## src/rtl/moment_ram_reader.sv

```systemverilog
// Read-side sequencer for a moment RAM: sweeps all lattice addresses in raster order and streams
// each word with (x,y,last) tags, absorbing the RAM read latency in a credit-controlled FIFO.
module moment_ram_reader #(
  parameter int unsigned GRID_X        = 16,
  parameter int unsigned GRID_Y        = 16,
  parameter int unsigned DEPTH         = GRID_X * GRID_Y,
  parameter int unsigned ADDRESS_WIDTH = $clog2(DEPTH),
  parameter int unsigned DATA_WIDTH    = 64,
  parameter int unsigned FIFO_DEPTH    = 4
) (
  input  logic                           Clk,
  input  logic                           Reset,
  input  logic                           start,
  output logic [ADDRESS_WIDTH-1:0]       address,
  input  logic signed [DATA_WIDTH-1:0]   data_out,
  output logic signed [DATA_WIDTH-1:0]   m_data,
  output logic [$clog2(GRID_X)-1:0]      m_x,
  output logic [$clog2(GRID_Y)-1:0]      m_y,
  output logic                           m_last,
  output logic                           m_valid,
  input  logic                           m_ready,
  output logic                           busy,
  output logic                           done
);

  localparam int unsigned XW = $clog2(GRID_X);
  localparam int unsigned YW = $clog2(GRID_Y);
  localparam int unsigned PW = $clog2(FIFO_DEPTH);
  localparam int unsigned CW = $clog2(FIFO_DEPTH + 1);
  localparam int unsigned EW = DATA_WIDTH + XW + YW + 1;

  typedef enum logic [1:0] {StIdle, StRead, StDrain} state_e;

  state_e                   state_q, state_d;
  logic [ADDRESS_WIDTH-1:0] idx_q, addr_q;
  logic [XW-1:0]            x_q, in_x_q;
  logic [YW-1:0]            y_q, in_y_q;
  logic                     inflight_q, in_last_q;
  logic [EW-1:0]            mem [FIFO_DEPTH];
  logic [PW-1:0]            rd_ptr_q, wr_ptr_q;
  logic [CW-1:0]            count_q;
  logic                     done_q;

  logic                     issue, push, pop, is_last_addr, start_ok;
  logic [EW-1:0]            head;

  // An issue needs a free slot for the word already in the RAM pipeline as well as its own.
  assign issue        = (state_q == StRead) &&
                        (({1'b0, count_q} + (CW + 1)'(inflight_q)) < (CW + 1)'(FIFO_DEPTH));
  assign is_last_addr = (idx_q == ADDRESS_WIDTH'(DEPTH - 1));
  assign start_ok     = (state_q == StIdle) && start && !done_q;
  assign push         = inflight_q;
  assign pop          = m_valid && m_ready;
  assign head         = mem[rd_ptr_q];

  always_ff @(posedge Clk or posedge Reset) begin
    if (Reset) state_q <= StIdle;
    else       state_q <= state_d;
  end

  always_comb begin
    state_d = state_q;
    unique case (state_q)
      StIdle:  if (start_ok) state_d = StRead;
      StRead:  if (issue && is_last_addr) state_d = StDrain;
      StDrain: if (pop && head[EW-1]) state_d = StIdle;
      default: state_d = StIdle;
    endcase
  end

  always_comb begin
    busy    = (state_q != StIdle);
    done    = done_q;
    address = issue ? idx_q : addr_q;
    m_valid = (count_q != '0);
    m_last  = m_valid ? head[EW-1] : 1'b0;
    m_y     = m_valid ? head[EW-2 -: YW] : '0;
    m_x     = m_valid ? head[DATA_WIDTH +: XW] : '0;
    m_data  = m_valid ? head[DATA_WIDTH-1:0] : '0;
  end

  always_ff @(posedge Clk or posedge Reset) begin
    if (Reset) begin
      idx_q      <= '0;
      addr_q     <= '0;
      x_q        <= '0;
      y_q        <= '0;
      inflight_q <= 1'b0;
      in_x_q     <= '0;
      in_y_q     <= '0;
      in_last_q  <= 1'b0;
      done_q     <= 1'b0;
    end else begin
      done_q     <= (state_q == StDrain) && pop && head[EW-1];
      inflight_q <= issue;
      if (start_ok) begin
        idx_q <= '0;
        x_q   <= '0;
        y_q   <= '0;
      end else if (issue) begin
        idx_q     <= idx_q + ADDRESS_WIDTH'(1);
        addr_q    <= idx_q;
        in_x_q    <= x_q;
        in_y_q    <= y_q;
        in_last_q <= is_last_addr;
        if (x_q == XW'(GRID_X - 1)) begin
          x_q <= '0;
          y_q <= y_q + YW'(1);
        end else begin
          x_q <= x_q + XW'(1);
        end
      end
    end
  end

  always_ff @(posedge Clk or posedge Reset) begin
    if (Reset) begin
      rd_ptr_q <= '0;
      wr_ptr_q <= '0;
      count_q  <= '0;
    end else begin
      if (push) wr_ptr_q <= (wr_ptr_q == PW'(FIFO_DEPTH - 1)) ? '0 : wr_ptr_q + PW'(1);
      if (pop)  rd_ptr_q <= (rd_ptr_q == PW'(FIFO_DEPTH - 1)) ? '0 : rd_ptr_q + PW'(1);
      if (push && !pop)      count_q <= count_q + CW'(1);
      else if (!push && pop) count_q <= count_q - CW'(1);
    end
  end

  // Storage needs no reset: the outputs are masked while the FIFO is empty.
  always_ff @(posedge Clk) begin
    if (push) mem[wr_ptr_q] <= {in_last_q, in_y_q, in_x_q, data_out};
  end

  fifo_no_overflow: assert property (@(posedge Clk) disable iff (Reset)
    !(push && !pop && (count_q == CW'(FIFO_DEPTH))));

endmodule

```

## config.mk

```make
export PLATFORM = sky130hd
export DESIGN_NAME = moment_ram_reader
export DESIGN_NICKNAME = d
export VERILOG_FILES = /design/src/rtl/moment_ram_reader.sv
export SDC_FILE = /design/constraint.sdc
export NUM_CORES = 1
export LEC_CHECK = 0
export ABC_AREA = 0
export BUFFER_PORTS_ARGS = -buffer_cell sky130_fd_sc_hd__buf_2
export CAP_MARGIN = 20
export CORE_MARGIN = 4
export CORE_UTILIZATION = 62
export DETAILED_ROUTE_END_ITERATION = 8
export PLACE_DENSITY_LB_ADDON = 0.25
export SLEW_MARGIN = 40
export SYNTH_ARGS = -nofsm -noshare
export SYNTH_HDL_FRONTEND = slang
export SYNTH_SLANG_ARGS = --single-unit
```

## constraint.sdc

```tcl
create_clock -name Clk -period 6.2 [get_ports Clk]
set_input_delay 1.24 -clock Clk [delete_from_list [all_inputs] [get_ports Clk]]
set_output_delay 1.24 -clock Clk [all_outputs]
set_load 0.005 [all_outputs]
```

-- Yosys cells after proc, flatten, opt, wreduce, memory -nomap -nowiden
Memories as Yosys holds them, arrays and structs flattened.
Index checks and enable logic that the tools add are counted.
- RAM bits: 292
- bits in registers: 44
- logic and storage cells: 78
- memories: 1
- memory list (memory ; depth ; width ; rd ports ; clocked after memory_dff ; wr ports ; line ; text):
    mem ; 4 ; 73 ; 1 ; 0 ; 1 ; 39 ; logic [EW-1:0] mem [FIFO_DEPTH];
- reduce and logical (&&, ||, !) cells: 22
- bitwise operators: 1
- order comparisons: 1
- mux-type cells: 23
- equal/unequal tests: 9
- $add $sub $neg: 8
- operators with widths (kind ; number):
    2-to-1 mux 64 bit ; 1
    2-to-1 mux 4 bit ; 8
    2-to-1 mux 8 bit ; 3
    logical AND 1 bit ; 10
    2-to-1 mux 2 bit ; 5
    adder 4 x 1 -> 4 bit, second input constant ; 2
    adder 8 x 1 -> 8 bit, second input constant ; 1
    equality test 8 bit, second input constant ; 1
    nonzero test 2 bit ; 4
    equality test 2 bit, second input constant ; 3
    2-to-1 mux 3 bit ; 2
    one-hot mux 2 bit (3 select lines) ; 1
    adder 2 x 1 -> 2 bit, second input constant ; 2
    adder 3 x 1 -> 4 bit ; 1
    equality test 4 bit, second input constant ; 1
    < comparator 4 x 3 -> 1 bit, second input constant ; 1
    inequality test 2 bit, second input constant ; 2
    AND reduction 2 bit ; 2
    adder 3 x 1 -> 3 bit, second input constant ; 1
    logical NOT 1 bit ; 3
    2-to-1 mux 1 bit ; 3
    AND reduction 3 bit ; 1
    nonzero test 3 bit ; 1
    subtractor 3 x 1 -> 3 bit, second input constant ; 1
    4 further kinds ; 4

-- Longest topological paths before layout
- depth after elaboration: 6
- depth in mapped cells: 8
- mapped depth without buffers: 8

-- Worst setup path before layout
OpenSTA, ideal clock, no wires.
- kind: reg-to-reg
- start point: register wr_ptr_q[0]
- end point: memory mem[0][0] (netlist name), enable pin
- clock period less this slack: 2773 ps
- data arrival time: 2334 ps
- slack: 3427 ps
- data required time: 5761 ps
- stages on the path, launching flop included: 4
- buffers on the path: 0
- path through: dfrtp_1 > inv_1 > ha_1 > and2_1
- RTL lines (element ; line ; text):
    start, declared ; 40 ; logic [PW-1:0] rd_ptr_q, wr_ptr_q;
    start signal, assigned ; 122 ; if (push) wr_ptr_q <= (wr_ptr_q == PW'(FIFO_DEPTH - 1)) ? '0 : wr_ptr_q + PW'(1);
    end, declared ; 39 ;
Straight into the memory's write port.

-- Worst setup path in the final report
- start point: register rd_ptr_q[0]
- end point: output port m_data[42]
- cells in the longest elaborated chain, start to end: 2
- RTL lines (element ; line ; text):
    start, declared ; 40 ;
    start signal, assigned ; 123 ; if (pop) rd_ptr_q <= (rd_ptr_q == PW'(FIFO_DEPTH - 1)) ? '0 : rd_ptr_q + PW'(1);
    memory read (4 x 73 bit) ; -- ;
    2-to-1 mux 64 bit ; 79 ; m_data = m_valid ? head[DATA_WIDTH-1:0] : '0;
    end, declared ; 16 ; output logic signed [DATA_WIDTH-1:0] m_data,
No other way between the ends.

==> results.ini <==
[clocking]
clock_path_buffers=3
h-tree-depth=2
cts.sinks=336
cts_setup_buffers=0
cts.clk_slew.worst_paths_ns=0.05
root_buffer=clkbuf_16
cts_tree=built
cts_resized=0
cts_made_buffers=35
clk_latency_ns=0.50
cts_hold_buf=0

[logic_synthesis]
synthFlopType=edfxtp_1
synth_edf_count=292
synthesis.area_um2=13090
synthDistinctLibCells=40
synthAdderAreaFrac_pct=1.013
syn_nets=751
synth-xor-area-share_pct=0.5354
synth_compound_area_share_pct=0.9082
avgSynthCellArea_um2=19.45
yosysTopAreaCellShare_pct=67.00
ys_top_cells_by_area=edfxtp_1, mux4_2, dfrtp_1
synth-simple-area-share_pct=7.543
syn_inst=673
synth-async-reset-ratio_pct=13.10
synth_seq_cells=336
synthMuxAreaShare_pct=13.04
synth_top_family_by_area=multiplexers
seq_area_frac_synth_pct=75.41
synth.largest_area_cell=edfxtp_1
yosysWarnings=0

[critical_path]
r2r_setup_slack_ns=3.59
critPathKind=reg -> out
worstPathRequired_ns=4.96
arrival_ns=2.77
worstSetupStartpointType=flop
end_kind=output port
reg2reg_depth=8
worstPathMaxFanout=22

[power]
powerDensity_nw_per_um2=512.9
p_leak_nw=5.633
power_frac_comb_pct=32.2
p_clk_share_pct=24.5
power_frac_seq_pct=43.3
p_int_mw=5.564
netSwitchingFraction_pct=29.32
power_switching_mw=2.308
peakVddDrop_mv=0.2895

[min_path]
hp-class=reg -> reg
hold_depth=2

[routing]
route.vias.total=6580
wirelength_mm=24.37
wl_per_cell_um=21.36
drc_errors=0
avgViaCountPerCell=5.767
drt-initial-drc-count=544
firstDrtPassIters=4
detail-route-antenna-nets=0

[timing]
finClkSkew_ns=0.01114
tns_ns=0
tightest_slew_ns=0.7222
fmax_mhz=249.3
finalMaxSlewViolations=0
post-route-period-util_pct=64.71
final_hold_viol_count=0
setup-violations-final=0
rsz0062_at_grt=no
hold_ws_ns=0.4794
slew_headroom_pct=51.75
min_period_ns=4.012

[floorplan]
die_h_um=153.3
die_w_um=153.3
core_um2=20490
floorplan.initialDensity_pct=63.86
num_rows=52
die_area_um2=23500
io_pins=152

[global_route]
grt_pass1_vias=7073
grt_max_degree=48
gr-total-overflow=0
antenna_found_initial=2
grt_pass1_wl_mm=39.31
track_usage_pct=21.24

[place]
port_buffers=151
globalplace.congestion=0.8137
hpwlAfterDp_mm=15.29

[job]
cap_violations=0

[cells_and_area]
final_common_cell=edfxtp_1
multiInputGateArea_um2=3029
seqCellArea_um2=9877
area_growth_pct=17.28
drive_above_1_share_pct=34.71
nets=923
final_cell_mix=edfxtp_1, buf_2, mux4_2, and2_1, nand2_1
fillerInstances=1176

[status]
outcome=finished clean

==> cells by family (layout without fill, tap and decap cells) <==
kind of cell,after synthesis,in the layout
AND/OR/NAND/NOR,184,184
other,0,1
adder cells (fa/ha/maj),10,10
multiplexers,79,79
AO/OA/AOI/OAI,18,18
XOR/XNOR,8,8
flip-flops,336,336
buffers and inverters,38,235
==> through the flow <==
stage	worst slack, ns	instances	power (mW)	area (um^2)	util (%)
floorplan	3.427	673	5.035	13090	-
global placement	2.570	1067	5.822	14050	68.57
detailed placement	2.498	1077	6.023	14250	69.55
CTS	1.962	1139	7.972	15320	74.77
global route	1.962	1141	8.335	15350	74.89
finish	2.188	1141	7.872	15350	74.89
==> routing by layer <==
| layer | vias to the layer above | track usage, % | routed length [um] |
|---|---|---|---|
| li1 | 2963 | - | - |
| met1 | 3370 | 29.31 | 9928 |
| met2 | 202 | 35.65 | 12690 |
| met3 | 43 | 3.902 | 1263 |
| met4 | 2 | 5.812 | 479 |
| met5 | - | 0 | 7 |
==> sequential cells by signal, indices dropped and copies added, names as in the netlist <==
register,count
in_y_q,4
y_q,4
in_x_q,4
done,1
mem,292
in_last_q,1
wr_ptr_q,2
x_q,4
inflight_q,1
state_q,2
addr_q,8
count_q,3
rd_ptr_q,2
idx_q,8
==> layout make-up <==
class                   instances  share of cell area [%]
diodes                          1                 0.01630
inverters                       7                  0.1712
multi-input cells             299                   19.74
repair buffers                166                   6.554
flip-flops and latches        336                   64.35
clock inverters                10                  0.4402
clock buffers                  52                   6.530
well taps                     270                   2.201
==> critical path: stages (launching register included) <==
cell and delay (ns):
dfrtp_4 0.69, buf_12 0.26, buf_4 0.43, mux4_2 0.57, and2_1 0.18, buf_2 0.12
==> Yosys cell counts, drive strengths merged, types with 4 or more instances <==
| cell | number |
|---|---|
| buf | 16 |
| and2 | 77 |
| inv | 7 |
| nand3 | 7 |
| nor2 | 8 |
| edfxtp | 292 |
| dfrtp | 44 |
| nor3b | 4 |
| and3 | 4 |
| o21ai | 8 |
| nand2 | 70 |
| xor2 | 5 |
| clkbuf | 15 |
| mux4 | 73 |
| mux2i | 4 |
| ha | 9 |
==> power by group through the flow <==
stage                     combinational (mW)  clock [mW]  sequential, mW
final                                   2.53        1.93            3.41
after detailed placement                2.53           0            3.50
after CTS                               2.55        1.97            3.46
after global placement                  2.28           0            3.55
after global routing                    2.78        2.08            3.47
after floorplan                         1.69           0            3.35
==> path summary, 6_finish.rpt <==
kind,start,end
worst max-delay path,rd_ptr_q[0]$_DFFE_PP0P_,m_data[42]
worst min-delay path,addr_q[3]$_DFFE_PP0N_,addr_q[3]$_DFFE_PP0N_
worst max register to register,count_q[0]$_DFFE_PP0P_,count_q[2]$_DFFE_PP0P_
worst min register to register,addr_q[3]$_DFFE_PP0N_,addr_q[3]$_DFFE_PP0N_
max in group asynchronous,Reset,rd_ptr_q[0]$_DFFE_PP0P_
min in group asynchronous,Reset,addr_q[5]$_DFFE_PP0N_
Power figures use the tool's default switching activity.
